--- config.mk ---
export PLATFORM = sky130hd
export DESIGN_NAME = double_to_int16
export DESIGN_NICKNAME = d
export VERILOG_FILES = /design/src/rtl/double_to_int16.sv
export SDC_FILE = /design/constraint.sdc
export NUM_CORES = 1
export LEC_CHECK = 0
export CORE_ASPECT_RATIO = 0.7
export CORE_UTILIZATION = 42
export CTS_CLUSTER_DIAMETER = 150
export DETAILED_ROUTE_END_ITERATION = 10
export PLACE_DENSITY_LB_ADDON = 0.1
export SLEW_MARGIN = 20
export SYNTH_ARGS = -nofsm -noshare
export SYNTH_HDL_FRONTEND = slang
export SYNTH_SLANG_ARGS = --single-unit
--- constraint.sdc ---
create_clock -name clk -period 2.4 [get_ports clk]
set_clock_uncertainty 0.15 [all_clocks]
set_input_delay 0.24 -clock clk [delete_from_list [all_inputs] [get_ports clk]]
set_output_delay 0.24 -clock clk [all_outputs]
set_load 0.01 [all_outputs]
--- src/rtl/double_to_int16.sv ---
//==============================================================================
// Module      : double_to_int16
// Description : Converts an IEEE-754 binary64 sample to a saturating signed
//               16-bit integer (truncation toward zero). One sample at a time,
//               valid/ready on both sides, serial right-shifter datapath.
// Revision    : 1.0 - initial release
//==============================================================================
`default_nettype none

module double_to_int16 (
    input  logic        clk,
    input  logic        rst,
    input  logic        in_valid,
    output logic        in_ready,
    input  logic [63:0] in_data,
    output logic        out_valid,
    input  logic        out_ready,
    output logic [15:0] out_data,
    output logic        out_ovf,
    output logic        out_nan
);

    typedef enum logic [1:0] {
        IDLE  = 2'd0,
        SHIFT = 2'd1,
        OUT   = 2'd2
    } state_t;

    localparam logic [10:0] c_EXP_BIAS = 11'd1023;  // E = 0
    localparam logic [10:0] c_EXP_E14  = 11'd1037;  // E = 14, largest in-range
    localparam logic [10:0] c_EXP_E15  = 11'd1038;  // E = 15, saturation starts
    localparam logic [10:0] c_EXP_MAX  = 11'h7FF;   // Inf / NaN

    state_t      r_state;
    state_t      w_next;

    logic        r_sign;
    logic [15:0] r_mag;
    logic [3:0]  r_k;
    logic        r_nan;
    logic        r_zero;
    logic        r_sat;
    logic        r_min;
    logic        r_out_valid;
    logic [15:0] r_out_data;
    logic        r_out_ovf;
    logic        r_out_nan;

    logic [10:0] w_exp;
    logic        w_frac_nz;
    logic        w_accept;
    logic        w_nan;
    logic        w_small;
    logic        w_sat;
    logic        w_min;
    logic        w_in_range;
    logic [3:0]  w_k;
    logic [15:0] w_res_data;
    logic        w_res_ovf;
    logic        w_res_nan;

    // Input classification, evaluated on the accept cycle only
    assign w_exp      = in_data[62:52];
    assign w_frac_nz  = |in_data[51:0];
    assign w_accept   = in_valid && in_ready;
    assign w_nan      = (w_exp == c_EXP_MAX) && w_frac_nz;
    assign w_small    = (w_exp < c_EXP_BIAS);   // zero, subnormal or |x| < 1
    assign w_sat      = !w_nan && (w_exp >= c_EXP_E15);
    assign w_min      = in_data[63] && (w_exp == c_EXP_E15) && !w_frac_nz;
    assign w_in_range = (w_exp >= c_EXP_BIAS) && (w_exp <= c_EXP_E14);
    // k = 15 - E = 1038 - exp; 1038 mod 16 = 14 so 4-bit arithmetic suffices
    assign w_k        = w_in_range ? (4'd14 - w_exp[3:0]) : 4'd0;

    assign in_ready  = (r_state == IDLE) && !rst;
    assign out_valid = r_out_valid;
    assign out_data  = r_out_data;
    assign out_ovf   = r_out_ovf;
    assign out_nan   = r_out_nan;

    // State register
    always_ff @(posedge clk or posedge rst) begin
        if (rst) begin
            r_state <= IDLE;
        end else begin
            r_state <= w_next;
        end
    end

    // Next-state logic
    always_comb begin
        w_next = r_state;
        case (r_state)
            IDLE:    if (w_accept) w_next = SHIFT;
            SHIFT:   if (r_k == 4'd0) w_next = OUT;
            OUT:     if (r_out_valid && out_ready) w_next = IDLE;
            default: w_next = IDLE;
        endcase
    end

    // Final result selection from the shifted magnitude and the stored class
    always_comb begin
        w_res_data = 16'h0000;
        w_res_ovf  = 1'b0;
        w_res_nan  = 1'b0;
        if (r_nan) begin
            w_res_nan = 1'b1;
        end else if (r_zero) begin
            w_res_data = 16'h0000;
        end else if (r_sat) begin
            // -32768.0 is representable exactly, so it is not an overflow
            w_res_data = r_sign ? 16'h8000 : 16'h7FFF;
            w_res_ovf  = !r_min;
        end else begin
            w_res_data = r_sign ? (~r_mag + 16'd1) : r_mag;
        end
    end

    // Datapath: capture on accept, serial shift, result register with hold
    always_ff @(posedge clk or posedge rst) begin
        if (rst) begin
            r_sign      <= 1'b0;
            r_mag       <= 16'h0000;
            r_k         <= 4'd0;
            r_nan       <= 1'b0;
            r_zero      <= 1'b0;
            r_sat       <= 1'b0;
            r_min       <= 1'b0;
            r_out_valid <= 1'b0;
            r_out_data  <= 16'h0000;
            r_out_ovf   <= 1'b0;
            r_out_nan   <= 1'b0;
        end else begin
            case (r_state)
                IDLE: begin
                    if (w_accept) begin
                        r_sign <= in_data[63];
                        r_mag  <= {1'b1, in_data[51:37]};
                        r_k    <= w_k;
                        r_nan  <= w_nan;
                        r_zero <= w_small;
                        r_sat  <= w_sat;
                        r_min  <= w_min;
                    end
                end
                SHIFT: begin
                    if (r_k != 4'd0) begin
                        r_mag <= {1'b0, r_mag[15:1]};
                        r_k   <= r_k - 4'd1;
                    end
                end
                OUT: begin
                    if (!r_out_valid) begin
                        r_out_valid <= 1'b1;
                        r_out_data  <= w_res_data;
                        r_out_ovf   <= w_res_ovf;
                        r_out_nan   <= w_res_nan;
                    end else if (out_ready) begin
                        r_out_valid <= 1'b0;
                    end
                end
                default: ;
            endcase
        end
    end

endmodule

`default_nettype wire

==> results of run 1 <==
-- power by group through the flow --
stage | Clock [mW] | Combinational (mW) | Sequential (mW)
3_3_place_gp | 0 | 2.21 | 1.43
2_1_floorplan | 0 | 1.40 | 1.43
5_1_grt | 0.618 | 2.54 | 1.49
6_report | 0.563 | 2.26 | 1.44
4_1_cts | 0.584 | 2.27 | 1.43
3_5_place_dp | 0 | 2.26 | 1.45
-- registers in the layout (all words and copies together) (netlist names) --
register / count
r_sat: 1
r_min: 1
out_valid: 1
out_data: 16
r_zero: 1
r_mag: 16
r_k: 4
r_state: 2
out_nan: 1
r_nan: 1
out_ovf: 1
r_sign: 1
-- critical path: stages, from the launching register on --
cell and delay, ns:
dfrtp_1 0.39, inv_1 0.08, ha_1 0.16, or4b_2 0.65, nor3_1 0.22, mux2i_1 0.21, o22ai_1 0.09, a22o_1 0.20
-- worst max-delay path by stage --
| stage | end | start | slack [ns] | cells after the start |
|---|---|---|---|---|
| after CTS | out_data[14] | r_mag[0] | 0.1 | 7 |
| after detailed placement | r_k[1] | in_data[59] | 0.12 | 6 |
| final | out_data[12] | r_mag[0] | 0.15 | 7 |
| after floorplan | out_data[14] | r_mag[1] | 0.09 | 7 |
| after global placement | out_data[14] | r_mag[0] | 0.14 | 7 |
| after global routing | out_data[14] | r_mag[1] | -0.007 | 7 |
-- layout by cell type, fill, tap and decap left out, drive strengths merged, types with 5 or more instances in the layout --
cell           netlist  routed
a32o                 5       5
ha                   5       5
nor2                36      36
nor3                12      12
a31oi               17      17
nand3               11      11
inv                 12      11
clkbuf              16       5
dfrtp               46      46
a22o                 5       5
nor4                17      17
nand2               60      60
buf                  3      21
clkdlybuf4s50        0      87
xnor2                6       6
o21ai               13      13
-- area by class of cell --
class	count	area [um^2]
Timing Repair Buffer	108	1030
Inverter	12	45.0
Multi-Input combinational cell	249	1460
Tap cell	78	97.6
Clock buffer	5	68.8
Clock inverter	3	40.0
Sequential cell	46	1150
Fill cell	563	2360
-- Yosys cell counts (4+ instances only) --
| master | n | share of area (%) |
|---|---|---|
| nand2_1 | 60 | 8.3 |
| dfrtp_1 | 46 | 42 |
| nor2_1 | 36 | 5.0 |
| a31oi_1 | 17 | 3.9 |
| nor4_1 | 17 | 3.9 |
| clkbuf_1 | 16 | 2.2 |
| inv_1 | 12 | 1.7 |
| o21ai_0 | 12 | 2.2 |
| nand3_1 | 11 | 2.0 |
| nor3_1 | 11 | 2.0 |
| xnor2_1 | 6 | 1.9 |
| a22o_1 | 5 | 1.6 |
| a32o_1 | 5 | 1.8 |
| ha_1 | 5 | 2.3 |
| a21o_1 | 4 | 1.1 |
| a21oi_1 | 4 | 0.73 |
| nand2b_1 | 4 | 0.92 |
| nor2b_1 | 4 | 0.92 |
| o22ai_1 | 4 | 0.92 |
-- kinds of logic (layout without fill, tap and decap cells) --
logic type | count (synthesis) | after routing | synth area share (%)
flip-flops | 46 | 46 | 42.2
AND/OR/NAND/NOR | 162 | 162 | 28.5
AO/OA/AOI/OAI | 69 | 69 | 18.0
adder cells (fa/ha/maj) | 5 | 5 | 2.29
XOR/XNOR | 9 | 9 | 2.89
buffers and inverters | 31 | 128 | 4.63
multiplexers | 4 | 4 | 1.51
-- through the flow --
| stage | hold slack [ns] | setup TNS (ns) | power [mW] | instances | worst slack, ns |
|---|---|---|---|---|---|
| 2_1_floorplan | 0.207 | 0 | 2.83 | 326 | 0.0945 |
| 3_3_place_gp | 0.303 | 0 | 3.64 | 493 | 0.141 |
| 3_5_place_dp | 0.306 | 0 | 3.70 | 493 | 0.122 |
| 4_1_cts | 0.135 | 0 | 4.29 | 501 | 0.0954 |
| 5_1_grt | 0.162 | -0.00703 | 4.65 | 501 | -0.00703 |
| 6_report | 0.120 | 0 | 4.26 | 501 | 0.151 |
-- what timing repair did --
| action | in CTS | in global routing |
|---|---|---|
| setup endpoints to repair | 0 | 1 |
| setup buffers | 0 | 0 |
| gates resized for setup | 0 | 1 |
-- metal layers --
metal  GRT usage (%)  wire (um)
met1            34.0       3500
met3            4.33        651
met4            6.47         65
met2            36.5       3270
met5               0          0
==> metrics, run 1 <==
Max clock buf depth=2; P_sw=1.76 mW; post-DP HPWL=5930 um; first-pass GRT wire length=12700 um; Data required, critical path=2.44 ns; Synth-to-Final Area Change=42.5%; WL final=7490 um; n_diodes=0; design area=3890 um^2; reg2reg start=r_mag[0]; sequential share of the synthesized area=42.2%; critical path launch point type=flop; Slew @ Worst Pin=0.689 ns; clk sink count=46; Die Area=6830 um^2; Layout Nets=495; Max Fanout on Critical Path=4; Setup crit end kind=flop; RR Endpoint=out_data[12]; critical path class=reg2reg; post-layout min period=2.25 ns; Worst-path clk slew=0.09 ns; WP data arrival=2.29 ns; R2R Setup Slk=0.15 ns; peak supply drop=378 uV; Post-synth ARST share=100%; DP Area=3770 um^2; initial antenna violation count=0; Worst-Skew Late Latency=0.29 ns; row count=24; Die Ht=69.4 um; number of global-route vias before repair=2751; Syn Inst Count=326; H-tree levels=2; cts hold-fix bufs=0; fin crit share=93.7%; Core Area=6250 um^2; power share of the combinational group=53.0%; Num CTS Buffers=5; Iter 0 DRT Violations=150; syn nets=399; Seq pwr share=33.8%; PortBufs=87; worst min-delay path category=in2async; number of enable flip-flop cells after synthesis=0; Leakage Power=1.62 nW; via count=2781; Pre-antenna DRT Iters=11; PwrDens=1100 nW/um^2; internal power=2.51 mW; # IOs=88; routed len/inst=14.9 um; remaining antenna violation count after routing=0; Max-slew headroom=54.1%; Yosys reg bits=46; gr usage total=23.6%; GP Congestion=0.890; Unique masters post-synth=49; Initial Util=43.7%; share of cells above drive strength 1=9.93%; Die Width=98.3 um; r2r worst-path depth=7; Post-Syn Area per Cell=8.37 um^2; achievable frequency=0.445 GHz; largest net degree at the start of global routing=32; CTS Root Cell=clkbuf_8; DR DRC count=2; failing checks=DRC; synth warn=0; final hold viol count=0; outcome=finished, violations left; drt via density=5.55; Final Max Slew Viols=0; CTS tree=done; Syn Std Cell Area=2730 um^2; GRT overflow=0; ys flop type=dfrtp_1; Final setup viols=0; switch share=41.2%; Max Cap Viol=0; fin util=62.2%; Clock power frac=13.2%
Note: power is estimated with default switching activity, not from simulation.
==> run 2, diff against run 1 <==
- CORE_MARGIN: not set -> 2
- PLACE_DENSITY: not set -> 0.76
- PLACE_DENSITY_LB_ADDON: 0.1 -> not set
- SETUP_SLACK_MARGIN: not set -> 0.02
==> metrics, run 2 (synthesis results as in run 1) <==
outcome=finished clean (was finished, violations left); first-pass GRT wire length=12600 um (was 12700 um); number of global-route vias before repair=2719 (was 2751); Setup crit end kind=flop (unchanged); n_diodes=0 (unchanged); Post-Layout Cell Count=500 (was 501); PortBufs=87 (unchanged); remaining antenna violation count after routing=0 (unchanged); PwrDens=1100 nW/um^2 (about the same); Final setup viols=0 (unchanged); cells along the critical path=or4_1 > nor4_2 > mux2i_1 > o22ai_1 > a22o_1 (was inv_1 > ha_1 > or4b_2 > nor3_1 > mux2i_1 > o22ai_1 > a22o_1); peak supply drop=514 uV (was 378 uV); Placed Cells=492 (was 493); Fin Setup TNS=0 ns (unchanged); Die Ht=71.4 um (was 69.4 um); Max Fanout on Critical Path=7 (was 4); H-tree levels=2 (unchanged); Max-slew headroom=54.3% (was 54.1%); fin crit share=93.2% (was 93.7%); commonest non-fill, non-tap cell in the layout=clkdlybuf4s50_1 (unchanged); Slew @ Worst Pin=0.685 ns (was 0.689 ns); critical path class=reg2reg (unchanged); Num CTS Buffers=5 (unchanged); DP Area=3780 um^2 (was 3770 um^2); DR DRC count=0 (was 2); CP Buf/Inv Count=0 (was 1); gr usage total=22.2% (was 23.6%); largest net degree at the start of global routing=47 (was 32); Crit. path cell count=5 (was 7); clk sink count=46 (unchanged); design area=3900 um^2 (was 3890 um^2); Pre-antenna DRT Iters=5 (was 11); Initial Util=43.7% (unchanged); GRT overflow=0 (unchanged); WP data arrival=2.28 ns (was 2.29 ns); Core Area=6250 um^2 (unchanged); Die Width=100 um (was 98.3 um); fin util=62.5% (was 62.2%); Worst-Skew Late Latency=0.30 ns (was 0.29 ns); Leakage Power=1.62 nW (about the same); Worst path slowest cell=or4_1 (was or4b_2); # IOs=88 (unchanged); post-layout min period=2.24 ns (was 2.25 ns); initial antenna violation count=0 (unchanged); via count=2792 (was 2781); Worst-path clk slew=0.08 ns (was 0.09 ns); share of cells above drive strength 1=9.95% (was 9.93%); r2r worst-path depth=5 (was 7); Final Max Slew Viols=0 (unchanged); Max clock buf depth=2 (unchanged); Crit path max-delay family=simple AND/OR/NAND/NOR gates (unchanged); GP Congestion=0.883 (was 0.890); Iter 0 DRT Violations=195 (was 150); Synth-to-Final Area Change=43.0% (was 42.5%); Data required, critical path=2.44 ns (about the same); unrepaired setup endpoints after global routing=false; Max Cap Viol=0 (unchanged); post-CTS setup buffer count=0 (unchanged); most frequent cells in the layout=clkdlybuf4s50_1, nand2_1, dfrtp_1 (unchanged); Die Area=7170 um^2 (was 6830 um^2); drt via density=5.58 (was 5.55); achievable frequency=0.447 GHz (was 0.445 GHz); CTS tree=done (unchanged); Layout Nets=494 (was 495); worst hold slack=0.184 ns (was 0.120 ns); post-DP HPWL=5930 um (about the same); row count=24 (unchanged); worst min-delay path category=in2async (unchanged); final hold viol count=0 (unchanged); CTS Root Cell=clkbuf_8 (unchanged); critical path launch point type=flop (unchanged); WL final=7610 um (was 7490 um); routed len/inst=15.2 um (was 14.9 um); crit-path max cell delay=0.64 ns (was 0.65 ns)
run 2: changes by cell type in the layout (fill, tap and decap cells not counted):
cell      previous run  this run
buf_12               0         1
inv_1               11        12
or4b_4               0         1
clkinv_1             1         0
buf_4               21        19
or4b_2               1         0
nor3_2               1         2
nor3_1              11        10
run 2: what timing repair did:
action,4_1_cts,5_1_grt
hold buffers,0,0
gates resized for setup,0,3
endpoints found under the setup margin,0,2
run 2: worst paths after layout:
check | start | endpoint | slack (ns)
min in group clk | out_data[11] | out_data[11] | 0.34
worst max-delay path | r_mag[3] | out_data[14] | 0.16
worst max register to register | r_mag[3] | out_data[14] | 0.16
worst min-delay path | rst | out_valid | 0.18
max in group asynchronous | rst | r_nan | 1.71
worst min register to register | out_data[11] | out_data[11] | 0.34
run 2: worst min-delay path, stage by stage:
cell             delay (ns)
clkdlybuf4s50_1        0.42
inv_1                  0.10
buf_12                 0.25
run 2: cell type report:
cell class                      instances  area, um^2
Clock inverter                          3        40.0
Timing Repair Buffer                  107        1030
Multi-Input combinational cell        249        1470
Sequential cell                        46        1150
Clock buffer                            5        68.8
Inverter                               12        45.0
Fill cell                             554        2340
Tap cell                               78        97.6
run 2: per-layer routing:
layer  share of wire (%)  GRT usage (%)
met1                  47           31.6
met2                  44           35.0
met3                 8.1           4.39
met4                0.91           5.48
met5                   0              0
run 2: report_power, final:
part	total [mW]	switching [mW]	internal, mW
clock	0.564	0.257	0.306
combinational	2.29	1.20	1.09
sequential	1.45	0.329	1.12
run 2: per-stage QoR:
step           setup slack, ns  total power, mW
2_1_floorplan           0.0945             2.83
3_3_place_gp             0.155             3.63
3_5_place_dp             0.114             3.70
4_1_cts                 0.0905             4.27
5_1_grt                 0.0524             4.66
6_report                 0.163             4.29
==> RTL edit 1, RTL diff (flow settings as in run 1) <==
Reset style: synchronous (`rst`), changed in 2 clocked blocks.
--- a/src/rtl/double_to_int16.sv
+++ b/src/rtl/double_to_int16.sv
@@ -79,5 +79,5 @@
 
     // State register
-    always_ff @(posedge clk or posedge rst) begin
+    always_ff @(posedge clk) begin
         if (rst) begin
             r_state <= IDLE;
@@ -117,5 +117,5 @@
 
     // Datapath: capture on accept, serial shift, result register with hold
-    always_ff @(posedge clk or posedge rst) begin
+    always_ff @(posedge clk) begin
         if (rst) begin
             r_sign      <= 1'b0;
Formal check against the unedited RTL: differs if rst is asserted again (counterexample within 4 cycles, from zero or initial values and one cycle with rst high); with rst held inactive, the same outputs for 10 cycles.
==> RTL edit 1 against run 1 <==
- routed wire length down 0.93%
- count of clock-buffer cells in the layout up 2
- setup slack better by 110 ps
- first-iteration DRC count up 25%
- sequential cell count unchanged
- die area down 3.3%
- synthesized area down 3.3%
- non-clock buffer count down 10
- largest cell class unchanged
- final area down 5.7%
- critical path depth down 2
Power is not compared: it rests on default switching activity, and its combinational part moved more than twofold at a synthesized area within 25%.
==> RTL edit 1: results (changes against run 1) <==
| Metric | Value |
|---|---|
| Outcome | completed |
| Hold Path Class | flip-flop to flip-flop |
| Via count of the first global-routing pass | 2553 (-7.2%) |
| Post-CTS sizing | 0 (unchanged) |
| Synthesized Nets | 419 (+5.0%) |
| Initial antenna violation count | 0 (unchanged) |
| Iteration-0 DRC count of the detailed router | 188 (+25%) |
| PortBufs | 87 (unchanged) |
| Setup slack at placement | 97.14 ps (-25.00 ps) |
| Yosys warns | 0 (unchanged) |
| Max Buffers Root-to-Sink | 2 (unchanged) |
| GRT Util Overall | 22.82% (-0.75 points) |
| CTS Buf Count | 5 (unchanged) |
| Routed WL per cell | 14.83 microns (-0.74%) |
| Met3 usage | 4.392% (+0.058 points) |
| Slew headroom | 63.23% (+9.2 points) |
| Layout cells sized above 1 | 4.471% (-5.5 points) |
| Largest net degree at the start of global routing | 45 (+41%) |
| Post-placement cell count | 493 (unchanged) |
| GR Layer Usage met1 | 32.59% (-1.4 points) |
| Unique masters post-synth | 54 (+10%) |
| First-pass GRT wire length | 12200 microns (-3.8%) |
| DRT antenna net count | 0 (unchanged) |
| GRT met2 Usage | 36.53% (+0.068 points) |
| Reg clk slew, reported paths | 80 ps |
| H-tree depth | 2 (unchanged) |
| Sw frac | 31.39% |
| Leakage | 1.309 nW |
| Synth top cells by count | nand2_1, dfxtp_1, nor2_1, a21oi_1, clkbuf_1 |
| Setup bufs post-CTS | 0 (unchanged) |
| Non-Filler Instances | 500 (-0.20%) |
| Register area share after synthesis | 34.93% (-7.3 points) |
| DPL Wire Length | 5728 microns (-3.4%) |
| TritonRoute pass-1 iters | 4 (-7) |
| FFs w/ async S/R, synth | 0% (-100 points) |
| Synth area leaders | dfxtp_1, nand2_1, nor2_1, a311oi_1, a21oi_1 |
| Syn avg cell area | 7.619 sq um (-8.9%) |
| Ys flop type | dfxtp_1 |
| Worst vdd ir | 0.2524 mV |
| Crit path max fanout | 7 (+3) |
| Clk_lat worst skew | 290 ps (about the same) |
| Gpl congestion | 0.7963 (-10%) |
| Clk root buf | clkbuf_8 |
| Worst path arrival time | 2180 ps (-110 ps) |
| MaxCap Viol Count | 0 (unchanged) |
| Routed vias/inst | 5.822 (+4.9%) |
| # diodes | 0 (unchanged) |
| Filler instances | 527 (-6.4%) |
RTL edit 1: cell count changes after synthesis, sizes merged, moves of 5 or more:
cell / delta
dfrtp: -46
buf: +5
a311oi: +14
a31oi: -12
nand3: -5
dfxtp: +46
a21oi: +20
nand4: +5
RTL edit 1: routing by layer:
layer / share of wire (%) / up-vias
li1: - / 1438
met1: 49 / 1365
met2: 44 / 106
met3: 7.3 / 2
met4: 0.34 / 0
met5: 0 / -
RTL edit 1: critical path, cell delays in order, from the launching register on:
cell	delay, ps
dfxtp_1	390
or3b_1	420
or3_4	380
a21oi_1	290
o31ai_1	150
a221oi_1	260
RTL edit 1: cell families (layout without fill, tap and decap cells):
group	count (synthesis)	count (layout)	share of synthesized area, %
and+or+nand+nor	159	159	30.09
DFF	46	46	34.93
adders and majority gates	5	5	2.373
xor gates and xnor gates	5	5	1.661
AOI/OAI and AO/OA	94	94	24.97
muxes	1	1	0.3797
buffers and inverters	36	115	5.600
RTL edit 1: metrics by stage:
step / hold slack, ps / cell area [sq um] / util [%]
6_report: 298.8 / 3666 / 62.14
5_1_grt: 320.0 / 3666 / 62.14
4_1_cts: 303.2 / 3666 / 62.14
3_5_place_dp: 292.1 / 3590 / 60.85
3_3_place_gp: 288.8 / 3590 / 60.85
2_1_floorplan: 226.0 / 2636 / -
RTL edit 1: final timing paths:
check | end | depth (start not counted) | slack [ps] | from
max | out_data[14]$_SDFFE_PP0P_ | 5 | 260 | r_state[0]$_SDFFE_PP0P_
min | out_data[9]$_SDFFE_PP0P_ | 2 | 300 | out_data[9]$_SDFFE_PP0P_
max reg2reg | out_data[14]$_SDFFE_PP0P_ | 5 | 260 | r_state[0]$_SDFFE_PP0P_
min reg2reg | out_data[9]$_SDFFE_PP0P_ | 2 | 300 | out_data[9]$_SDFFE_PP0P_
RTL edit 1: cell type report:
cell class | instances | area share (%)
inverters | 10 | 1.024
multi-input cells | 264 | 42.87
flip-flops and latches | 46 | 25.12
well taps | 75 | 2.560
repair buffers | 98 | 26.35
clock buffers | 7 | 2.082
RTL edit 1: power groups by stage:
stage               Sequential [mW]  Clock, mW  Combinational [mW]
floorplan                     0.878          0               0.342
global placement              0.913          0               0.535
detailed placement            0.917          0               0.552
CTS                           0.899      0.451               0.554
global route                  0.912      0.489               0.615
finish                        0.901      0.441               0.555
==> RTL edit 2, RTL diff (config.mk and constraints of run 1) <==
Without the edit above. `c_EXP_MAX`: 11'h7FF -> 11'h400.
--- a/src/rtl/double_to_int16.sv
+++ b/src/rtl/double_to_int16.sv
@@ -30,5 +30,5 @@
     localparam logic [10:0] c_EXP_E14  = 11'd1037;  // E = 14, largest in-range
     localparam logic [10:0] c_EXP_E15  = 11'd1038;  // E = 15, saturation starts
-    localparam logic [10:0] c_EXP_MAX  = 11'h7FF;   // Inf / NaN
+    localparam logic [10:0] c_EXP_MAX  = 11'h400;   // Inf / NaN
 
     state_t      r_state;
Function: changed (Yosys sat finds a counterexample within 4 cycles, from zero or initial values and one cycle with rst high).
==> RTL edit 2 against run 1 <==
- sequential cell count did not move
- routed wire length rose by 3.2%
- synthesized cell count rose by 4.0%
- final area rose by 3.6%
- count of clock-buffer cells in the layout rose by 2
- combinational power fell by 4%
- worst hold slack improved by 190 ps
- synthesized area rose by 4.4%
- power fell by 4.4%
- cell count rose by 5.2%
- setup slack improved by 35 ps
- highest routed layer unchanged
==> RTL edit 2: results (changes against run 1) <==
| Metric | Value |
|---|---|
| Outcome | completed |
| PortBufs | 87 (unchanged) |
| FFs w/ async S/R, synth | 100.0% (unchanged) |
| Synthesized Nets | 413 (+3.5%) |
| First-pass GRT wire length | 13390 microns (+5.7%) |
| Worst r2r path cells | 4 (-3) |
| CP startpoint | r_mag[8]$_DFFE_PP0P_ |
| Initial antenna violation count | 0 (unchanged) |
| H-tree depth | 2 (unchanged) |
| Worst vdd ir | 0.3651 mV (-3.4%) |
| Dpl cell area | 3940 sq um (+4.4%) |
| Filler instances | 559 (-0.71%) |
| DPL Wire Length | 6076 microns (+2.5%) |
| Layout cells sized above 1 | 11.24% (+1.3 points) |
| Unique masters post-synth | 56 (+14%) |
| Register area share after synthesis | 40.42% (-1.8 points) |
| Synthesized instance count | 339 (+4.0%) |
| Worst-Margin Slew | 625.3 ps (-63.91 ps) |
| Synth area leaders | dfrtp_1, nand2_1, nor2_1, nor4_1, a31oi_1 |
| Fin nets | 510 (+3.0%) |
| Crit path max fanout | 10 (+6) |
| Routed wire length | 7726 microns (+3.2%) |
| CTS Buf Count | 5 (unchanged) |
| Clk_lat worst skew | 300 ps |
| Leakage | 1.625 nW (+0.52%) |
| Iteration-0 DRC count of the detailed router | 163 (+8.7%) |
| Yosys warns | 0 (unchanged) |
| GRT Util Overall | 23.94% (+0.37 points) |
| Hold buffer count at CTS | 0 (unchanged) |
| Reg clk slew, reported paths | 80 ps |
| Gpl congestion | 0.8480 (-4.7%) |
| Clk root buf | clkbuf_8 |
| Via count of the first global-routing pass | 2828 (+2.8%) |
| Hold Path Class | flip-flop to flip-flop |
| Routed vias/inst | 5.583 (+0.57%) |
| # diodes | 0 (unchanged) |
| Routed WL per cell | 14.66 microns (-1.9%) |
| Max Buffers Root-to-Sink | 2 (unchanged) |
| TritonRoute pass-1 iters | 4 (-7) |
| Worst Setup EP | out_data[15]$_DFFE_PP0P_ |
| Final setup margin | 185.4 ps (+34.88 ps) |
| Reg2reg setup slack | 190 ps (+30 ps) |
| Worst path arrival time | 2310 ps (+20 ps) |
| Post-placement cell count | 520 (+5.5%) |
| Largest net degree at the start of global routing | 47 (+47%) |
| Setup slack at placement | 110.0 ps (-12.12 ps) |
| Synth top cells by count | nand2_1, dfrtp_1, nor2_1, clkbuf_1, nor4_1 |
[RTL edit 2: cell count changes after synthesis, moves of 5 or more]
cell / before / now
o41ai_1: 2 / 7
or3_1: 1 / 6
clkbuf_1: 16 / 22
nand3_1: 11 / 6
xnor2_1: 6 / 1
a32o_1: 5 / 0
[RTL edit 2: final cells by class]
class	instances	area, sq um	area share (%)
Multi-Input combinational cell	258	1564	38.83
Tap cell	91	113.9	2.827
Sequential cell	46	1151	28.58
Timing Repair Buffer	116	1089	27.03
Inverter	9	33.78	0.8388
Clock buffer	7	76.32	1.895
[RTL edit 2: worst min path at each step]
stage / start / end / slack (ps) / cells after the start
2_1_floorplan: in_data[63] / r_sign$_DFFE_PP0P_ / 200 / 2
3_3_place_gp: r_min$_DFFE_PP0P_ / out_ovf$_DFFE_PP0P_ / 300 / 1
3_5_place_dp: r_min$_DFFE_PP0P_ / out_ovf$_DFFE_PP0P_ / 300 / 1
4_1_cts: r_min$_DFFE_PP0P_ / out_ovf$_DFFE_PP0P_ / 310 / 1
5_1_grt: r_min$_DFFE_PP0P_ / out_ovf$_DFFE_PP0P_ / 340 / 1
6_report: r_min$_DFFE_PP0P_ / out_ovf$_DFFE_PP0P_ / 310 / 1
[RTL edit 2: cells by family (layout without fill, tap and decap cells)]
| kind of cell | after synthesis | count (layout) | share of synthesized area (%) |
|---|---|---|---|
| AND/OR/NAND/NOR | 167 | 167 | 29.79 |
| buffers and inverters | 35 | 132 | 5.184 |
| AO/OA/AOI/OAI | 78 | 78 | 19.60 |
| XOR/XNOR | 3 | 3 | 0.9228 |
| flip-flops | 46 | 46 | 40.42 |
| multiplexers | 4 | 4 | 1.450 |
| adder cells (fa/ha/maj) | 6 | 6 | 2.636 |
[RTL edit 2: worst max-delay path: stages (launching register included)]
cell and delay, ps:
dfrtp_1 390, or4_4 610, or4_4 520, or4_1 400, nand3_1 90
[RTL edit 2: power breakdown]
group / internal, mW / total, mW / switching [mW]
clock: 0.201 / 0.448 / 0.248
sequential: 1.11 / 1.45 / 0.339
combinational: 1.09 / 2.18 / 1.09
total: 2.40 / 4.08 / 1.68
[RTL edit 2: layer usage]
layer / vias to the layer above / part of all wire [%] / wire length, microns / GRT usage (%)
met5: - / 0 / 0 / 0
met4: 0 / 0.96 / 74 / 5.958
met3: 8 / 9.1 / 703 / 5.336
met2: 127 / 41 / 3187 / 35.54
met1: 1360 / 49 / 3761 / 35.36
li1: 1447 / - / - / -
[RTL edit 2: repair_timing]
action,in CTS,in global routing
setup endpoints to repair,0,2
resized for setup,0,2
setup buffers,0,0
